### config.mk
export PLATFORM = sky130hd
export DESIGN_NAME = mem_seq
export DESIGN_NICKNAME = d
export VERILOG_FILES = /design/src/rtl/mem_seq.sv
export SDC_FILE = /design/constraint.sdc
export NUM_CORES = 1
export LEC_CHECK = 0
export BUFFER_PORTS_ARGS = -buffer_cell sky130_fd_sc_hd__buf_2
export CAP_MARGIN = 40
export CORE_MARGIN = 8
export CORE_UTILIZATION = 45
export CTS_CLUSTER_DIAMETER = 50
export DETAILED_ROUTE_END_ITERATION = 6
export PLACE_DENSITY = 0.75
export SLEW_MARGIN = 20
export SYNTH_ARGS = -nofsm -noshare
export SYNTH_HDL_FRONTEND = slang
export SYNTH_SLANG_ARGS = --single-unit
### constraint.sdc
create_clock -name clk -period 2.04 [get_ports clk]
set_clock_uncertainty 0.15 [all_clocks]
set_input_delay 0 -clock clk [delete_from_list [all_inputs] [get_ports clk]]
set_output_delay 0 -clock clk [all_outputs]
set_load 0.01 [all_outputs]
### src/rtl/mem_seq.sv
// Two-word fetch/execute sequencer driving an external synchronous RAM.
// Optional single-instruction stepping: define STEP_EN to add the `step` input.
module mem_seq #(
  parameter int DATA_W     = 8,
  parameter int ADDR_W     = 8,
  parameter int START_ADDR = 0
) (
  input  logic              clk,
  input  logic              rst,
  input  logic              run,
`ifdef STEP_EN
  input  logic              step,
`endif
  input  logic [DATA_W-1:0] mem_rdata,
  output logic [ADDR_W-1:0] mem_addr,
  output logic [DATA_W-1:0] mem_wdata,
  output logic              mem_rden,
  output logic              mem_wren,
  output logic              waits,
  output logic              fetcha,
  output logic              fetchb,
  output logic              execa,
  output logic              execb,
  output logic              halted,
  output logic [ADDR_W-1:0] pc,
  output logic [DATA_W-1:0] ira,
  output logic [DATA_W-1:0] irb,
  output logic [DATA_W-1:0] acc
);

  typedef enum logic [2:0] {
    S_WAIT, S_FETCHA, S_FETCHB, S_EXECA, S_EXECB, S_HALTED
  } state_t;

  localparam logic [1:0] OP_LOAD  = 2'b00;
  localparam logic [1:0] OP_STORE = 2'b01;
  localparam logic [1:0] OP_JMP   = 2'b10;
  localparam logic [1:0] OP_HALT  = 2'b11;

  state_t              r_state;
  logic [ADDR_W-1:0]   r_pc;
  logic [DATA_W-1:0]   r_ira;
  logic [DATA_W-1:0]   r_irb;
  logic [DATA_W-1:0]   r_acc;
  logic                r_load_pend;

  logic [1:0]          w_op;
  logic [ADDR_W-1:0]   w_opnd;
  logic                w_start;

  assign w_op   = r_ira[DATA_W-1:DATA_W-2];
  assign w_opnd = r_irb[ADDR_W-1:0];

`ifdef STEP_EN
  assign w_start = run | step;
`else
  assign w_start = run;
`endif

  always_ff @(posedge clk) begin
    if (rst) begin
      r_state     <= S_WAIT;
      r_pc        <= ADDR_W'(START_ADDR);
      r_ira       <= '0;
      r_irb       <= '0;
      r_acc       <= '0;
      r_load_pend <= 1'b0;
    end else begin
      // LOAD data returns one cycle after EXECB, whatever state follows it.
      if (r_load_pend) begin
        r_acc       <= mem_rdata;
        r_load_pend <= 1'b0;
      end
      case (r_state)
        S_WAIT: begin
          if (w_start) r_state <= S_FETCHA;
        end
        S_FETCHA: begin
          r_pc    <= r_pc + ADDR_W'(1);
          r_state <= S_FETCHB;
        end
        S_FETCHB: begin
          r_pc    <= r_pc + ADDR_W'(1);
          r_ira   <= mem_rdata;
          r_state <= S_EXECA;
        end
        S_EXECA: begin
          r_irb   <= mem_rdata;
          r_state <= S_EXECB;
        end
        S_EXECB: begin
          case (w_op)
            OP_LOAD: r_load_pend <= 1'b1;
            OP_JMP:  r_pc        <= w_opnd;
            default: ;
          endcase
          if (w_op == OP_HALT) r_state <= S_HALTED;
          else                 r_state <= run ? S_FETCHA : S_WAIT;
        end
        S_HALTED: r_state <= S_HALTED;
        default:  r_state <= S_WAIT;
      endcase
    end
  end

  // Bus is a pure decode of the registered state, so it is idle right after reset.
  always_comb begin
    mem_addr  = '0;
    mem_wdata = '0;
    mem_rden  = 1'b0;
    mem_wren  = 1'b0;
    case (r_state)
      S_FETCHA, S_FETCHB: begin
        mem_addr = r_pc;
        mem_rden = 1'b1;
      end
      S_EXECB: begin
        mem_addr = w_opnd;
        if (w_op == OP_LOAD) mem_rden = 1'b1;
        if (w_op == OP_STORE) begin
          mem_wren  = 1'b1;
          mem_wdata = r_acc;
        end
      end
      default: ;
    endcase
  end

  assign waits  = (r_state == S_WAIT);
  assign fetcha = (r_state == S_FETCHA);
  assign fetchb = (r_state == S_FETCHB);
  assign execa  = (r_state == S_EXECA);
  assign execb  = (r_state == S_EXECB);
  assign halted = (r_state == S_HALTED);

  assign pc  = r_pc;
  assign ira = r_ira;
  assign irb = r_irb;
  assign acc = r_acc;

endmodule

==> results of run 1 <==
-- sequential cells by signal, summed over array words and instances (netlist names) --
register / flops
ira: 8
irb: 8
r_state: 3
acc: 8
r_load_pend: 1
pc: 8
-- metrics by stage --
step           instance area (um^2)  hold slack [ns]  total power, mW  setup WS [ns]
2_1_floorplan                  1713        -0.006057           0.9709         0.3564
3_3_place_gp                   2096           0.1182            1.076         0.2527
3_5_place_dp                   2096           0.1273            1.080         0.2153
4_1_cts                        2300           0.3474            1.576        0.01037
5_1_grt                        2316           0.3774            1.644      -0.003224
6_report                       2316           0.3407            1.567        0.07157
-- worst register-to-register path, stage by stage, from the launching register on --
cell and delay (ns):
dfxtp_2 0.38, or3b_4 0.49, buf_4 0.17, o22ai_2 0.25, nand2_1 0.09, a32o_1 0.26
-- cell families after synthesis --
group / count (synthesis) / share of synthesized area [%]
AO/OA/AOI/OAI: 35 / 13.59
XOR/XNOR: 2 / 1.023
adder cells (fa/ha/maj): 1 / 0.7303
buffers and inverters: 17 / 4.893
flip-flops: 36 / 42.07
multiplexers: 24 / 14.02
AND/OR/NAND/NOR: 81 / 23.67
-- routing by layer --
layer  routed length, um  global-route usage [%]  vias to the layer above  part of all wire, %
met3                 379                   7.258                        8                  7.8
met4                  81                   5.660                        0                  1.7
li1                    -                       -                      833                    -
met1                2005                   17.49                      777                   41
met2                2407                   28.07                       54                   49
met5                   0                       0                        -                    0
-- layout by cell type, fill, tap and decap left out, types with 6 or more instances in the layout --
cell           synthesis  routed
a21oi_1                8       8
and2_1                14      14
buf_2                  4      66
buf_4                  2       9
dfxtp_1               36      35
dlygate4sd3_1          0      10
mux2i_1               24      24
nand2_1               15      15
nor2_1                30      30
nor3_1                 6       6
o21ai_0               11      11
-- power by group through the flow --
stage / Combinational (mW) / Sequential [mW] / Clock (mW)
6_report: 0.307 / 0.774 / 0.486
5_1_grt: 0.345 / 0.781 / 0.517
4_1_cts: 0.307 / 0.773 / 0.496
3_5_place_dp: 0.291 / 0.789 / 0
3_3_place_gp: 0.288 / 0.788 / 0
2_1_floorplan: 0.181 / 0.790 / 0
-- path summary, 6_finish.rpt --
check             cells after the start            to  slack (ns)
hold / removal                        2        ira[5]        0.34
hold reg to reg                       2        ira[5]        0.34
setup reg to reg                      5         pc[7]        0.16
setup / recovery                      5  mem_wdata[3]        0.07
-- final cells by class --
class	count	area (um^2)	share of cell area, %
multi-input combinational	143	913.4	39.44
sequential	36	721.9	31.17
timing repair buffer	86	518.0	22.37
clock buffer	5	68.82	2.971
tap	48	60.06	2.593
inverter	5	21.27	0.9184
clock inverter	2	12.51	0.5402
-- what timing repair did --
action,CTS,global route
gates resized for setup,1,1
buffers inserted,1,2
endpoints found under the setup margin,10,10
hold buffers,10,0
endpoints found under the hold margin,30,0
pin swaps,1,1
==> impl_metrics.toml, run 1 <==
[timing]
report.final.slew_viol_count = 0
max_slew.worst_pin.slew_ns = 0.5262
slew_headroom_pct = 64.87
fmax_mhz = 508.0
fin_crit_ns = 1.968
fin_setup_tns_ns = 0
finalCritPeriodShare_pct = 96.49
finalHoldViolCount = 0
setup_viol = 0

[status]
status = "complete, no violations"

[power_and_ir_drop]
net-switching-power_mw = 0.4619
seqPwrFrac_pct = 49.4
internal_power_mw = 1.105
powerDensity_nw_per_um2 = 676.4
power_frac_comb_pct = 19.6
p_clk_share_pct = 31.0
switching_share_pct = 29.49
power.leakage_nw = 1.167
ir_drop_uv = 513.7

[cells_and_area]
utilization_pct = 63.26
num_antenna_cells = 0
drive_gt1_share_pct = 33.21
syn_to_final_growth_pct = 35.21
fill_cells = 341
nets = 289
stdcell_count = 325

[clock_tree]
clockRootBuffer = "clkbuf_8"
htreeDepth = 2
clk_latency_ns = 0.29
cts_sinks = 36
cts_made_buffers = 5
clock_path_buffers = 2
path_clk_slew_ns = 0.07
cts_tree = "yes"

[global_routing]
grt_max_degree = 23
grt_pass1_wl_um = 8100
track_usage_pct = 16.40
antenna_found_initial = 0
grt-ovfl-total = 0
first_global_vias = 1696

[detailed_routing]
vias = 1672
firstDrtPassIters = 6
detail_route.wirelength_um = 4874
viasPerCell = 5.145
drc = 0
ant_nets = 0
drtIter0Drc = 120
routedWlPerCell_um = 15.00

[floorplan]
row_count = 22
die_y_um = 77.70
core_um2 = 3661
ios = 67
initial_utilization_pct = 46.79
fp.dieW_um = 77.70
die_area_um2 = 6037

[critical_path]
path_buf_inv = 2
critical_path.max_stage_delay_ns = 0.49
crit_start = "r_state[1]"
endpoint_kind = "primary output"
path_max_fanout = 12
cp.required_ns = 1.89
worst_path_max_delay_cell = "or3b_4"
r2r_start = "r_state[1]"
arrival_ns = 1.82
path_class = "flop to primary output"
crit_path_cell_trace = "or3b_4, nor3b_4, buf_12, and2_1, buf_2"
path_delay_family = "simple AND/OR/NAND/NOR gates"
worstSetupStartpointType = "flop"

[synth]
yosys_warnings = 0
synth_commonest_cells = "36 x dfxtp_1, 30 x nor2_1, 24 x mux2i_1"
yosysMostFrequentCell = "dfxtp_1"
synth_nets = 208
syn_avg_cell_area_um2 = 8.739
yosys-top-cells-area = "dfxtp_1 42%, mux2i_1 14%, nor2_1 6.6%"
async_flop_share_pct = 0
ys_seq_area_share_pct = 42.07
synth.cell_area_um2 = 1713
synth-edff-count = 0
synth_ff_type = "dfxtp_1"
synthCells = 196
yosys.area.top_type = "dfxtp_1"
yosysUniqueCellTypes = 37
yosysTopAreaCellShare_pct = 42.07
synth_seq_cells = 36

[placement]
dp.cells = 305
dp_hpwl_um = 3440
place.port_buffers = 66
gp_congestion = 0.7908

[min_path]
min-delay-start = "ira[5]"
hold_path.class = "flop to flop"

[flow_run]
maxCapViolCount = 0
Note: power is estimated with default switching activity, not from simulation.
==> run 2, diff against run 1 <==
- CELL_PAD_IN_SITES_DETAIL_PLACEMENT: not set -> 0
- CELL_PAD_IN_SITES_GLOBAL_PLACEMENT: not set -> 1
- CORE_UTILIZATION: 45 -> 34
- GPL_TIMING_DRIVEN: not set -> 0
- PLACE_DENSITY: 0.75 -> not set
- PLACE_DENSITY_LB_ADDON: not set -> 0.1
==> run 2 against run 1 <==
Non-clock buffer count grew 6. Sequential power shrank 0.5%. Clock power grew 13%. Worst setup slack gained 0.039 ns. Final cell count grew 8.6%. Design area grew 4.4%. Count of clock-buffer cells in the layout grew 2. Via count shrank 1.3%. Register-to-register slack lost 0.03 ns. Sequential share of layout area shrank 1.3 points. Total power grew 4.5%. Flip-flop and latch count is the same. Critical path type unchanged. Critical endpoint is now mem_wdata[1].
==> impl_metrics.toml, run 2 (synthesized netlist as in run 1, its figures left out) <==
[status]
status = "complete, no violations"

[power_and_ir_drop]
seqPwrFrac_pct = 47.0
net-switching-power_mw = 0.4704
ir_drop_uv = 375.7
internal_power_mw = 1.167
powerDensity_nw_per_um2 = 677.1
switching_share_pct = 28.72
p_clk_share_pct = 33.6
power_frac_comb_pct = 19.4
power.leakage_nw = 1.195

[clock_tree]
cts_sinks = 36
clock_path_buffers = 2
path_clk_slew_ns = 0.07
cts_made_buffers = 5
clk_latency_ns = 0.28
clockRootBuffer = "clkbuf_8"
cts_tree = "yes"
htreeDepth = 2

[timing]
finalCritPeriodShare_pct = 94.57
fin_crit_ns = 1.929
fmax_mhz = 518.3
report.final.slew_viol_count = 0
finalHoldViolCount = 0
hold_slack_ns = 0.3408
fin_setup_tns_ns = 0
rsz0062_at_grt = "false"
slew_headroom_pct = 59.37
max_slew.worst_pin.slew_ns = 0.6094
setup_viol = 0

[critical_path]
worst_path_max_delay_cell = "or3b_4"
cp.required_ns = 1.89
path_delay_family = "simple AND/OR/NAND/NOR gates"
path_max_fanout = 5
worstSetupStartpointType = "flop"
r2r_slack_ns = 0.13
path_buf_inv = 3
endpoint_kind = "primary output"
arrival_ns = 1.78
critical_path.max_stage_delay_ns = 0.39
crit_path_cell_trace = "or3b_4, buf_6, nor3b_4, buf_6, and2_4, buf_6"
path_class = "flop to primary output"
cpMostUsedCell = "buf_6"

[placement]
gp_congestion = 0.8057
dp_hpwl_um = 3743
place.port_buffers = 65

[floorplan]
fp.dieW_um = 86.98
core_um2 = 4977
row_count = 26
initial_utilization_pct = 34.41
die_area_um2 = 7566
ios = 67
die_y_um = 86.98

[detailed_routing]
drtIter0Drc = 75
firstDrtPassIters = 4
viasPerCell = 4.677
ant_nets = 0
vias = 1651
drc = 0
routedWlPerCell_um = 14.80
detail_route.wirelength_um = 5223

[min_path]
hold_path.class = "flop to flop"

[global_routing]
grt_max_degree = 11
track_usage_pct = 14.09
first_global_vias = 1615
antenna_found_initial = 0
grt-ovfl-total = 0
grt_pass1_wl_um = 8245

[cells_and_area]
drive_gt1_share_pct = 34.63
syn_to_final_growth_pct = 41.20
mostFrequentLayoutCells = "64 x buf_2, 35 x dfxtp_1, 30 x nor2_1"
nets = 295
final_common_cell = "buf_2"
num_antenna_cells = 0

[flow_run]
maxCapViolCount = 0
## run 2: through the flow
step / area, um^2 / setup WS, ns / instances / util (%) / power (mW)
after global placement: 2126 / 0.1849 / 331 / 42.71 / 1.088
final: 2419 / 0.1108 / 353 / 48.59 / 1.638
after floorplan: 1713 / 0.3564 / 196 / - / 0.9709
after detailed placement: 2126 / 0.1790 / 331 / 42.71 / 1.087
after CTS: 2372 / 0.01432 / 354 / 47.66 / 1.656
after global routing: 2419 / 0.03808 / 353 / 48.59 / 1.734
## run 2: routing by layer
metal	vias up	global-route usage, %	wire (um)
li1	850	-	-
met1	758	17.90	2536
met2	39	21.65	2377
met3	4	5.094	261
met4	0	4.069	47
met5	-	0	0
## run 2: what timing repair did
item                                    4_1_cts  5_1_grt
gates cloned                                  1        0
pin swaps                                     1        2
endpoints found under the hold margin        26        0
endpoints found under the setup margin        9       12
hold buffers                                 10        0
setup buffers                                 5        0
gates resized for setup                       2       14
## run 2: worst paths after layout
kind / from / to / cells past startpoint
hold reg to reg: ira[2] / ira[2] / 2
hold / removal: ira[2] / ira[2] / 2
setup / recovery: r_state[1] / mem_wdata[1] / 6
setup reg to reg: r_state[1] / pc[7] / 6
## run 2: power by group through the flow
| stage | Sequential (mW) | Combinational (mW) | Clock [mW] |
|---|---|---|---|
| global placement | 0.785 | 0.303 | 0 |
| detailed placement | 0.786 | 0.301 | 0 |
| global route | 0.775 | 0.351 | 0.608 |
| floorplan | 0.790 | 0.181 | 0 |
| finish | 0.770 | 0.318 | 0.549 |
| CTS | 0.770 | 0.321 | 0.565 |
## run 2: layout make-up
class | instances | area (um^2)
inverter | 5 | 18.77
buffer | 11 | 61.31
timing repair buffer | 81 | 509.2
tap | 70 | 87.58
fill | 507 | 2559
sequential | 36 | 721.9
multi-input combinational | 143 | 923.4
clock buffer | 7 | 96.34
## run 2: worst min-delay path, stage by stage (launching register included)
cell and delay [ns]:
dfxtp_1 0.33, mux2i_1 0.06, nor2_1 0.07
==> run 3, diff against run 2 <==
==> constraint.sdc (replaced) <==
create_clock -name clk -period 2.04 [get_ports clk]
set_clock_uncertainty 0.15 [all_clocks]
set_input_delay 0.306 -clock clk [delete_from_list [all_inputs] [get_ports clk]]
set_output_delay 0.306 -clock clk [all_outputs]
set_load 0.01 [all_outputs]
==> run 3 against run 2 <==
The flow now finishes with violations (negative setup slack). Global-route usage rose by 0.12 points. Total power rose by 4.1%. Worst setup slack got worse by 0.31 ns. Maximum frequency fell by 14%. Critical endpoint unchanged.
==> impl_metrics.toml, run 3 (synthesized netlist as in run 1, its figures left out) <==
[detailed_routing]
detail_route.wirelength_um = 5482
viasPerCell = 4.761
routedWlPerCell_um = 15.23
ant_nets = 0
drtIter0Drc = 71
vias = 1714
drc = 0
firstDrtPassIters = 4

[cells_and_area]
nets = 302
stdcell_count = 360
final_common_cell = "buf_2"
syn_to_final_growth_pct = 51.28
fill_cells = 496
mostFrequentLayoutCells = "58 x buf_2, 33 x dfxtp_1, 30 x nor2_1"
num_antenna_cells = 0
drive_gt1_share_pct = 44.83
fin_area_um2 = 2591

[timing]
fin_crit_ns = 2.235
finalCritPeriodShare_pct = 109.6
max_slew.worst_pin.slew_ns = 0.6082
finalHoldViolCount = 0
fin_setup_tns_ns = -2.677
fmax_mhz = 447.4
report.final.slew_viol_count = 0
setup_ws_ns = -0.1952
rsz0062_at_grt = "true"
setup_viol = 19
slew_headroom_pct = 59.45

[clock_tree]
clk_latency_ns = 0.29
clock_path_buffers = 2
clockRootBuffer = "clkbuf_8"
cts_made_buffers = 5
holdBufCountCts = 0
htreeDepth = 2
cts_tree = "yes"
cts_sinks = 36
path_clk_slew_ns = 0.07

[power_and_ir_drop]
power.leakage_nw = 1.275
p_clk_share_pct = 32.6
net-switching-power_mw = 0.5006
internal_power_mw = 1.204
switching_share_pct = 29.37
power_frac_comb_pct = 22.1
powerDensity_nw_per_um2 = 657.9
seqPwrFrac_pct = 45.3
power_mw = 1.705
ir_drop_uv = 365.7

[global_routing]
first_global_vias = 1595
grt_pass1_wl_um = 8259
grt-ovfl-total = 0
track_usage_pct = 14.21
antenna_found_initial = 0
grt_max_degree = 11

[placement]
pre_cts_ws_ns = -0.1270
place.port_buffers = 65
gp_congestion = 0.8057
place_area_um2 = 2126
dp_hpwl_um = 3743
dp.cells = 331

[floorplan]
die_area_um2 = 7566
die_y_um = 86.98
core_um2 = 4977
row_count = 26
initial_utilization_pct = 34.41
fp.dieW_um = 86.98
ios = 67

[min_path]
whs_path_depth = 3
hold_path.class = "primary input to flop"

[critical_path]
path_max_fanout = 5
worstSetupStartpointType = "flop"
r2r_cells = 7
cp.required_ns = 1.58
endpoint_kind = "primary output"
arrival_ns = 1.78
path_class = "flop to primary output"

[flow_run]
maxCapViolCount = 0

[status]
failed_checks = "negative setup slack"
status = "finished with violations"
run 3: what timing repair did:
| item | CTS | global route |
|---|---|---|
| setup endpoints to repair | 20 | 26 |
| pin swaps | 10 | 2 |
| gates cloned | 1 | 0 |
| gates resized for setup | 22 | 31 |
| buffers inserted | 10 | 12 |
run 3: through the flow:
step                hold slack (ns)  util (%)
CTS                          0.1305     47.94
global route                 0.1309     52.06
detailed placement           0.3272     42.71
floorplan                    0.2999         -
global placement             0.3189     42.71
finish                       0.1310     52.06
run 3: critical path, stage by stage, from the launching register on:
cell     delay, ns
dfxtp_2       0.34
or3b_4        0.39
buf_6         0.13
nor3b_4       0.24
buf_6         0.16
and2_4        0.14
buf_6         0.09
run 3: worst paths after layout:
kind | startpoint | to | slack, ns
worst max-delay path | r_state[2] | mem_wdata[1] | -0.20
worst min-delay path | mem_rdata[7] | irb[7] | 0.13
worst max register to register | r_state[2] | pc[5] | 0.05
worst min register to register | ira[2] | ira[2] | 0.34
run 3: power groups by stage:
stage | logic [mW] | clock network (mW) | registers, mW
2_1_floorplan | 0.181 | 0 | 0.790
3_3_place_gp | 0.303 | 0 | 0.785
3_5_place_dp | 0.301 | 0 | 0.786
4_1_cts | 0.334 | 0.565 | 0.770
5_1_grt | 0.411 | 0.607 | 0.777
6_report | 0.376 | 0.555 | 0.773
run 3: cell type report:
type	instances	area [um^2]	area share (%)
Tap cell	70	87.58	3.380
Buffer	11	73.82	2.849
Inverter	5	30.03	1.159
Multi-Input combinational cell	143	1002	38.68
Clock buffer	7	96.34	3.718
Timing Repair Buffer	88	576.8	22.26
Sequential cell	36	724.4	27.96
run 3: per-layer routing:
metal | GRT usage [%] | routed length, um
met1 | 18.39 | 2634
met2 | 21.44 | 2492
met3 | 5.000 | 286
met4 | 4.225 | 68
met5 | 0 | 0
